==> src/rtl/l2_bus_arbiter.sv <==
// l2_bus_arbiter: round-robin owner of the shared L2 port for the L1
// instruction- and data-cache miss handlers. The owner keeps the bus for as
// long as it holds a request, can hand off between read and write without a
// gap, and every change of owner passes through one dead turnaround cycle.
module l2_bus_arbiter #(
  parameter int ADDR_W = 32,
  parameter int DATA_W = 32
) (
  input  logic              clk,
  input  logic              rst_n,
  input  logic              p0_rd_req,
  input  logic              p1_rd_req,
  input  logic              p0_wr_req,
  input  logic              p1_wr_req,
  input  logic [ADDR_W-1:0] p0_addr,
  input  logic [ADDR_W-1:0] p1_addr,
  input  logic              p0_wr_en,
  input  logic              p1_wr_en,
  input  logic [DATA_W-1:0] p0_wr_data,
  input  logic [DATA_W-1:0] p1_wr_data,
  output logic              p0_rd_granted,
  output logic              p1_rd_granted,
  output logic              p0_wr_granted,
  output logic              p1_wr_granted,
  output logic [DATA_W-1:0] rd_data,
  output logic [ADDR_W-1:0] mem_addr,
  output logic              mem_rd_en,
  output logic              mem_wr_en,
  output logic [DATA_W-1:0] mem_wr_data,
  input  logic [DATA_W-1:0] mem_rd_data,
  output logic              arb_busy
);

  typedef enum logic [1:0] {
    IDLE   = 2'd0,
    RD_GNT = 2'd1,
    WR_GNT = 2'd2,
    TURN   = 2'd3
  } state_t;

  state_t r_state;
  state_t w_state_nxt;
  logic   r_owner;
  logic   r_last;
  logic   w_owner_nxt;
  logic   w_last_nxt;

  logic              w_pend0;
  logic              w_pend1;
  logic              w_sel;
  logic              w_sel_rd;
  logic              w_own_rd;
  logic              w_own_wr;
  logic              w_own_wr_en;
  logic [ADDR_W-1:0] w_own_addr;
  logic [DATA_W-1:0] w_own_wr_data;
  logic              w_in_rd;
  logic              w_in_wr;

  assign w_pend0 = p0_rd_req | p0_wr_req;
  assign w_pend1 = p1_rd_req | p1_wr_req;

  // On a tie the port that was not granted last time wins; otherwise the
  // single pending port is taken (port 0 when neither is pending, unused).
  assign w_sel    = (w_pend0 & w_pend1) ? ~r_last : w_pend1;
  assign w_sel_rd = w_sel ? p1_rd_req : p0_rd_req;

  // Current owner's request view; the other port is not looked at while granted.
  assign w_own_rd      = r_owner ? p1_rd_req  : p0_rd_req;
  assign w_own_wr      = r_owner ? p1_wr_req  : p0_wr_req;
  assign w_own_wr_en   = r_owner ? p1_wr_en   : p0_wr_en;
  assign w_own_addr    = r_owner ? p1_addr    : p0_addr;
  assign w_own_wr_data = r_owner ? p1_wr_data : p0_wr_data;

  // Next-state logic: arbitrate from IDLE/TURN, hold or hand off while granted.
  always_comb begin
    w_state_nxt = r_state;
    w_owner_nxt = r_owner;
    w_last_nxt  = r_last;
    case (r_state)
      IDLE, TURN: begin
        if (w_pend0 | w_pend1) begin
          // Read wins inside a port so a line fill precedes its write-through.
          w_state_nxt = w_sel_rd ? RD_GNT : WR_GNT;
          w_owner_nxt = w_sel;
          w_last_nxt  = w_sel;
        end else begin
          w_state_nxt = IDLE;
        end
      end
      RD_GNT: begin
        if (!w_own_rd) begin
          w_state_nxt = w_own_wr ? WR_GNT : TURN;
        end
      end
      WR_GNT: begin
        if (w_own_rd) begin
          w_state_nxt = RD_GNT;
        end else if (!w_own_wr) begin
          w_state_nxt = TURN;
        end
      end
      default: w_state_nxt = IDLE;
    endcase
  end

  // State register; last starts at 1 so port 0 takes the first tie.
  always_ff @(posedge clk) begin
    if (!rst_n) begin
      r_state <= IDLE;
      r_owner <= 1'b0;
      r_last  <= 1'b1;
    end else begin
      r_state <= w_state_nxt;
      r_owner <= w_owner_nxt;
      r_last  <= w_last_nxt;
    end
  end

  assign w_in_rd = (r_state == RD_GNT);
  assign w_in_wr = (r_state == WR_GNT);

  assign p0_rd_granted = w_in_rd & ~r_owner;
  assign p1_rd_granted = w_in_rd &  r_owner;
  assign p0_wr_granted = w_in_wr & ~r_owner;
  assign p1_wr_granted = w_in_wr &  r_owner;
  assign arb_busy      = w_in_rd | w_in_wr;

  // L2 port mux: only the owner's signals reach memory, zeros otherwise.
  assign mem_addr    = (w_in_rd | w_in_wr) ? w_own_addr : '0;
  assign mem_rd_en   = w_in_rd & w_own_rd;
  assign mem_wr_en   = w_in_wr & w_own_wr_en;
  assign mem_wr_data = mem_wr_en ? w_own_wr_data : '0;
  assign rd_data     = mem_rd_data;

endmodule

==> config.mk <==
export PLATFORM = sky130hd
export DESIGN_NAME = l2_bus_arbiter
export DESIGN_NICKNAME = d
export VERILOG_FILES = /design/src/rtl/l2_bus_arbiter.sv
export SDC_FILE = /design/constraint.sdc
export NUM_CORES = 1
export LEC_CHECK = 0
export ABC_AREA = 1
export CORE_AREA = 5 5 103 105
export CTS_BUF_LIST = sky130_fd_sc_hd__clkbuf_16
export CTS_CLUSTER_SIZE = 25
export DETAILED_ROUTE_END_ITERATION = 16
export DIE_AREA = 0 0 108 110
export PLACE_DENSITY_LB_ADDON = 0.25
export REMOVE_ABC_BUFFERS = 1
export SYNTH_ARGS = -nofsm -noshare
export SYNTH_HDL_FRONTEND = slang
export SYNTH_SLANG_ARGS = --single-unit
==> constraint.sdc <==
create_clock -name clk -period 3.65 [get_ports clk]
set_input_delay 0.5475 -clock clk [delete_from_list [all_inputs] [get_ports clk]]
set_output_delay 0.5475 -clock clk [all_outputs]
set_load 0.05 [all_outputs]
==> metrics.txt, run 1 <==
CTS tree=done; Worst-Skew Late Latency=0.22 ns; die width=108 um; Syn Inst Count=310; Core Area=9550 sq um; drt pass-1 iters=5; root buf cell=clkbuf_16; Die ar.=11900 sq um; post-route ant nets=0; CP cell instances=inv_1, ha_1, inv_1, buf_4, o21ai_0, nor2_1, clkdlybuf4s50_1; Routed wire per std cell=19.9 um; post-synthesis cell type count=18; Remaining DRCs=0; area share of the largest cell type after synthesis=19.5%; PostCTS Resize Cnt=0; DR vias/cell=4.26; Pwr Density=662 nW/um^2; CTS Buffer Depth=2; Sequential Area=81.3 sq um; min Tclk post-route=3.09 ns; cts bufs inserted=3; Port Buffer Count=206; Multi-input gate area=1150 sq um; Crit path top cell by count=inv_1; CP max FO=27; Pleak=0.00149 uW; fin area=3540 sq um; fin crit share=84.7%; first-pass GRT wire length=15900 um; synth warn=0; share of cells above drive strength 1=16.4%; ant diodes=0; CP Class=flop to output port; Worst Tran Pin Value=0.861 ns; Area Growth Syn to Fin=114%; max-cap violation count=0; Worst Clk Skew=0.00139 ns; Buf/Inv on CP=4; CP arrival=2.55 ns; post-synthesis register bit count=4; status=finished clean; initial antenna violation count=0; Post-Syn Area per Cell=5.33 sq um; Hold WC Path Type=flop to flop; Post-CTS Hold Buffers=0; Initial Util=17.3%; post-synthesis sequential area ratio=4.84%; global placement routability congestion=0.802; grt ovf=0; via count=2567; DR iter-0 viols=173; I/O pin count=271; post-synth top area cell=nand2_1; FMAX=323 MHz; RSZ-0062 raised after global routing=no; CTS clock-pin slew for the worst setup and hold paths=0.03 ns; die height=110 um; synthesized area=1650 sq um; peak supply drop=0.000352 V; vias in the first global route=2529; # fillers=1054; CP peak stage delay=0.85 ns; CP max-delay cell=clkdlybuf4s50_1; post-CTS setup buffers=0; Clock Sinks=4; largest net degree at the start of global routing=61; final slew viol count=0; CP endpoint kind=output port; most frequent cells in the layout=clkdlybuf4s50_1, nand2_1, nor2_1; commonest non-fill, non-tap cell in the layout=clkdlybuf4s50_1; setup TNS=0 ns; CP delay by family, top=buffers and inverters; placed inst area=3470 sq um; nets=642; startpoint types=flop; Area contributors post-synth=nand2_1, a21oi_2, nor2_1; Clock H-tree levels=1; final setup fails=0; overall routed net length=12000 um; final hold violations=0; GRT Total Usage=18.6%; Req. time, crit path=3.10 ns; HPWL after DPL=10400 um; FP Rows=36; Rel. slew slack=42.6%
power by group:
group,internal (uW),switching [uW]
Combinational,664,1420
Sequential,62.8,27.8
Clock,140,28.9
Total,867,1480
worst min-delay path: stages, from the launching register on:
cell and delay [ns]:
dfxtp_1 0.32, nand2_1 0.06, nand3_1 0.05
stage by stage:
stage | setup WS [ns] | instances | util [%] | hold WS [ns] | power (uW)
floorplan | -0.0706 | 257 | - | 0.423 | 1430
global placement | 0.791 | 600 | 36.3 | 0.448 | 2190
detailed placement | 0.758 | 600 | 36.3 | 0.454 | 2190
CTS | 0.519 | 603 | 37.1 | 0.464 | 2370
global route | 0.379 | 603 | 37.1 | 0.486 | 2490
finish | 0.557 | 603 | 37.1 | 0.465 | 2340
worst paths after layout:
check,start,end,slack [ns],cells after the start
hold reg to reg,r_last,r_last,0.47,2
setup / recovery,r_state[0],mem_addr[20],0.56,7
hold / removal,r_last,r_last,0.47,2
setup reg to reg,r_owner,r_state[0],2.01,8
cell usage after synthesis, drive strengths merged:
cell / n
a21boi: 1
a21oi: 38
buf: 45
clkbuf: 8
dfxtp: 4
ha: 2
inv: 14
nand2: 88
nand3: 7
nor2: 70
o21ai: 33
layout make-up:
class / instances / share of cell area (%)
Clock buffer: 3 / 2.12
Inverter: 14 / 1.55
Multi-Input combinational cell: 239 / 32.5
Sequential cell: 4 / 2.30
Tap cell: 133 / 4.70
Timing Repair Buffer: 210 / 56.8
registers in the layout (all words and copies together) (netlist names):
name	flops
r_state	2
r_last	1
r_owner	1
routing by layer:
metal	up-vias	routed length, um	GRT usage, %
met5	-	76	5.36
met4	2	1260	16.9
met3	34	1430	8.74
met2	158	5610	32.2
met1	1107	3630	15.4
li1	1266	-	-
cell families after synthesis:
kind of cell,count (synthesis),share of synthesized area (%)
AND/OR/NAND/NOR,165,38.3
flip-flops,4,4.85
AO/OA/AOI/OAI,72,29.9
buffers and inverters,67,25.4
adder cells (fa/ha/maj),2,1.51
No activity file was read; power rests on OpenSTA's default activity.
==> run 2, diff against run 1 <==
- clock period: 3.65 -> 2.6 ns (I/O delays scaled with it)
==> metrics.txt, run 2 (synthesis gave the netlist of run 1 again) <==
status=finished clean (unchanged); global placement routability congestion=0.825 (was 0.802); FP Rows=36 (unchanged); Worst Clk Skew=0.000735 ns (was 0.00139 ns); DR iter-0 viols=160 (was 173); max-cap violation count=0 (unchanged); Rel. slew slack=65.5% (was 42.6%); fin crit share=89.3%; peak supply drop=0.000722 V (was 0.000352 V); nets=644 (was 642); Remaining DRCs=0 (unchanged); CTS clock-pin slew for the worst setup and hold paths=0.03 ns (about the same); number of flip-flops in the largest register=2 (unchanged); CP endpoint kind=output port (unchanged); Post-CTS Hold Buffers=0 (unchanged); final setup fails=0 (unchanged); die width=108 um (unchanged); root buf cell=clkbuf_16 (unchanged); overall routed net length=12500 um (was 12000 um); Req. time, crit path=2.21 ns (was 3.10 ns); # fillers=932 (was 1054); CP Class=flop to output port (unchanged); PostCTS Resize Cnt=0 (unchanged); grt ovf=0 (unchanged); CP arrival=1.93 ns (was 2.55 ns); Core Area=9550 sq um (unchanged); share of cells above drive strength 1=24.2% (was 16.4%); CTS tree=done (unchanged); die height=110 um (unchanged); final hold violations=0 (unchanged); Reg with most FFs=r_state (unchanged); largest net degree at the start of global routing=68 (was 61); Clock H-tree levels=1 (unchanged); commonest non-fill, non-tap cell in the layout=clkdlybuf4s50_1 (unchanged); drt pass-1 iters=4 (was 5); Pleak=0.00177 uW (was 0.00149 uW); GRT Total Usage=19.6% (was 18.6%); final slew viol count=0 (unchanged); CP max FO=27 (unchanged); Area Growth Syn to Fin=162% (was 114%); Worst Tran Pin Value=0.515 ns (was 0.861 ns); FMAX=431 MHz; CTS Buffer Depth=2 (unchanged); Placement Setup Slack=0.326 ns (was 0.758 ns); Hold WC Path Type=flop to flop (unchanged); HPWL after DPL=11000 um (was 10400 um); I/O pin count=271 (unchanged); Clock Sinks=4 (unchanged); initial antenna violation count=0 (unchanged); post-route setup slack=0.279 ns (was 0.557 ns); most frequent cells in the layout=clkdlybuf4s50_1, nand2_1, nor2_1 (unchanged); Worst-Skew Late Latency=0.22 ns (about the same); post-CTS setup buffers=0 (unchanged); first-pass GRT wire length=16800 um (was 15900 um); DR vias/cell=4.27 (was 4.26); Largest regs=r_state: 2 flops, r_last: 1 flops, r_owner: 1 flops (unchanged); post-route ant nets=0 (unchanged); min Tclk post-route=2.32 ns; Die ar.=11900 sq um (unchanged); Cells after DPL=602 (was 600); Pwr Density=960 nW/um^2 (was 662 nW/um^2); Initial Util=17.3% (unchanged); Routed wire per std cell=20.6 um (was 19.9 um); cts bufs inserted=3 (unchanged); vias in the first global route=2566 (was 2529); startpoint types=flop (unchanged); Port Buffer Count=206 (unchanged); via count=2583 (was 2567); RSZ-0062 raised after global routing=no (unchanged); ant diodes=0 (unchanged); Final Non-Filler Cells=605 (was 603)
## run 2: cell types whose count changed in the layout (fill, tap and decap cells not counted)
cell,delta
buf_4,-33
clkdlybuf4s50_1,-35
buf_12,+69
buf_6,+1
## run 2: final timing paths
path / cells past startpoint / start / slack [ns] / end
min: 2 / r_last / 0.47 / r_last
max: 7 / r_state[0] / 0.28 / mem_addr[21]
max reg2reg: 7 / r_state[0] / 1.14 / r_owner
min reg2reg: 2 / r_last / 0.47 / r_last
## run 2: layout make-up
cell class,count,area [sq um],share of cell area [%]
repair buffers,212,2810,64.7
multi-input cells,239,1150,26.6
well taps,133,166,3.84
flip-flops and latches,4,81.3,1.88
clock buffers,3,75.1,1.73
inverters,14,55.1,1.27
## run 2: stage by stage
step / util [%] / hold WS [ns] / TNS, ns / instance area (sq um) / total power, uW
floorplan: - / 0.423 / -27.27 / 1290 / 2010
global placement: 44.6 / 0.446 / 0 / 4260 / 3930
detailed placement: 44.6 / 0.459 / 0 / 4260 / 3960
CTS: 45.4 / 0.467 / 0 / 4330 / 4200
global route: 45.4 / 0.498 / 0 / 4340 / 4390
finish: 45.4 / 0.466 / 0 / 4340 / 4160
## run 2: critical path, cell delays in order (launching register included)
cell	delay, ns
dfxtp_1	0.32
inv_1	0.06
ha_1	0.34
inv_1	0.22
buf_6	0.26
o21ai_0	0.13
nor2_1	0.20
buf_12	0.17
## run 2: where the power goes
part	leakage (uW)	internal (uW)	total (uW)	switching, uW
clock	0.0000370	196	234	38.4
sequential	0.0000336	88.2	119	30.4
combinational	0.00170	1620	3810	2200
total	0.00177	1900	4160	2260
## run 2: metal layers
metal / vias to the layer above / wire length [um] / global-route usage (%)
li1: 1270 / - / -
met1: 1127 / 3470 / 16.1
met2: 160 / 6230 / 35.9
met3: 24 / 1680 / 9.73
met4: 2 / 1010 / 13.7
met5: - / 70 / 5.36
==> run 3, diff against run 2 <==
- HOLD_SLACK_MARGIN: unset -> 0.12
==> results of run 3 <==
Same layout as run 2: the final DEF is identical, and so are final timing and power.
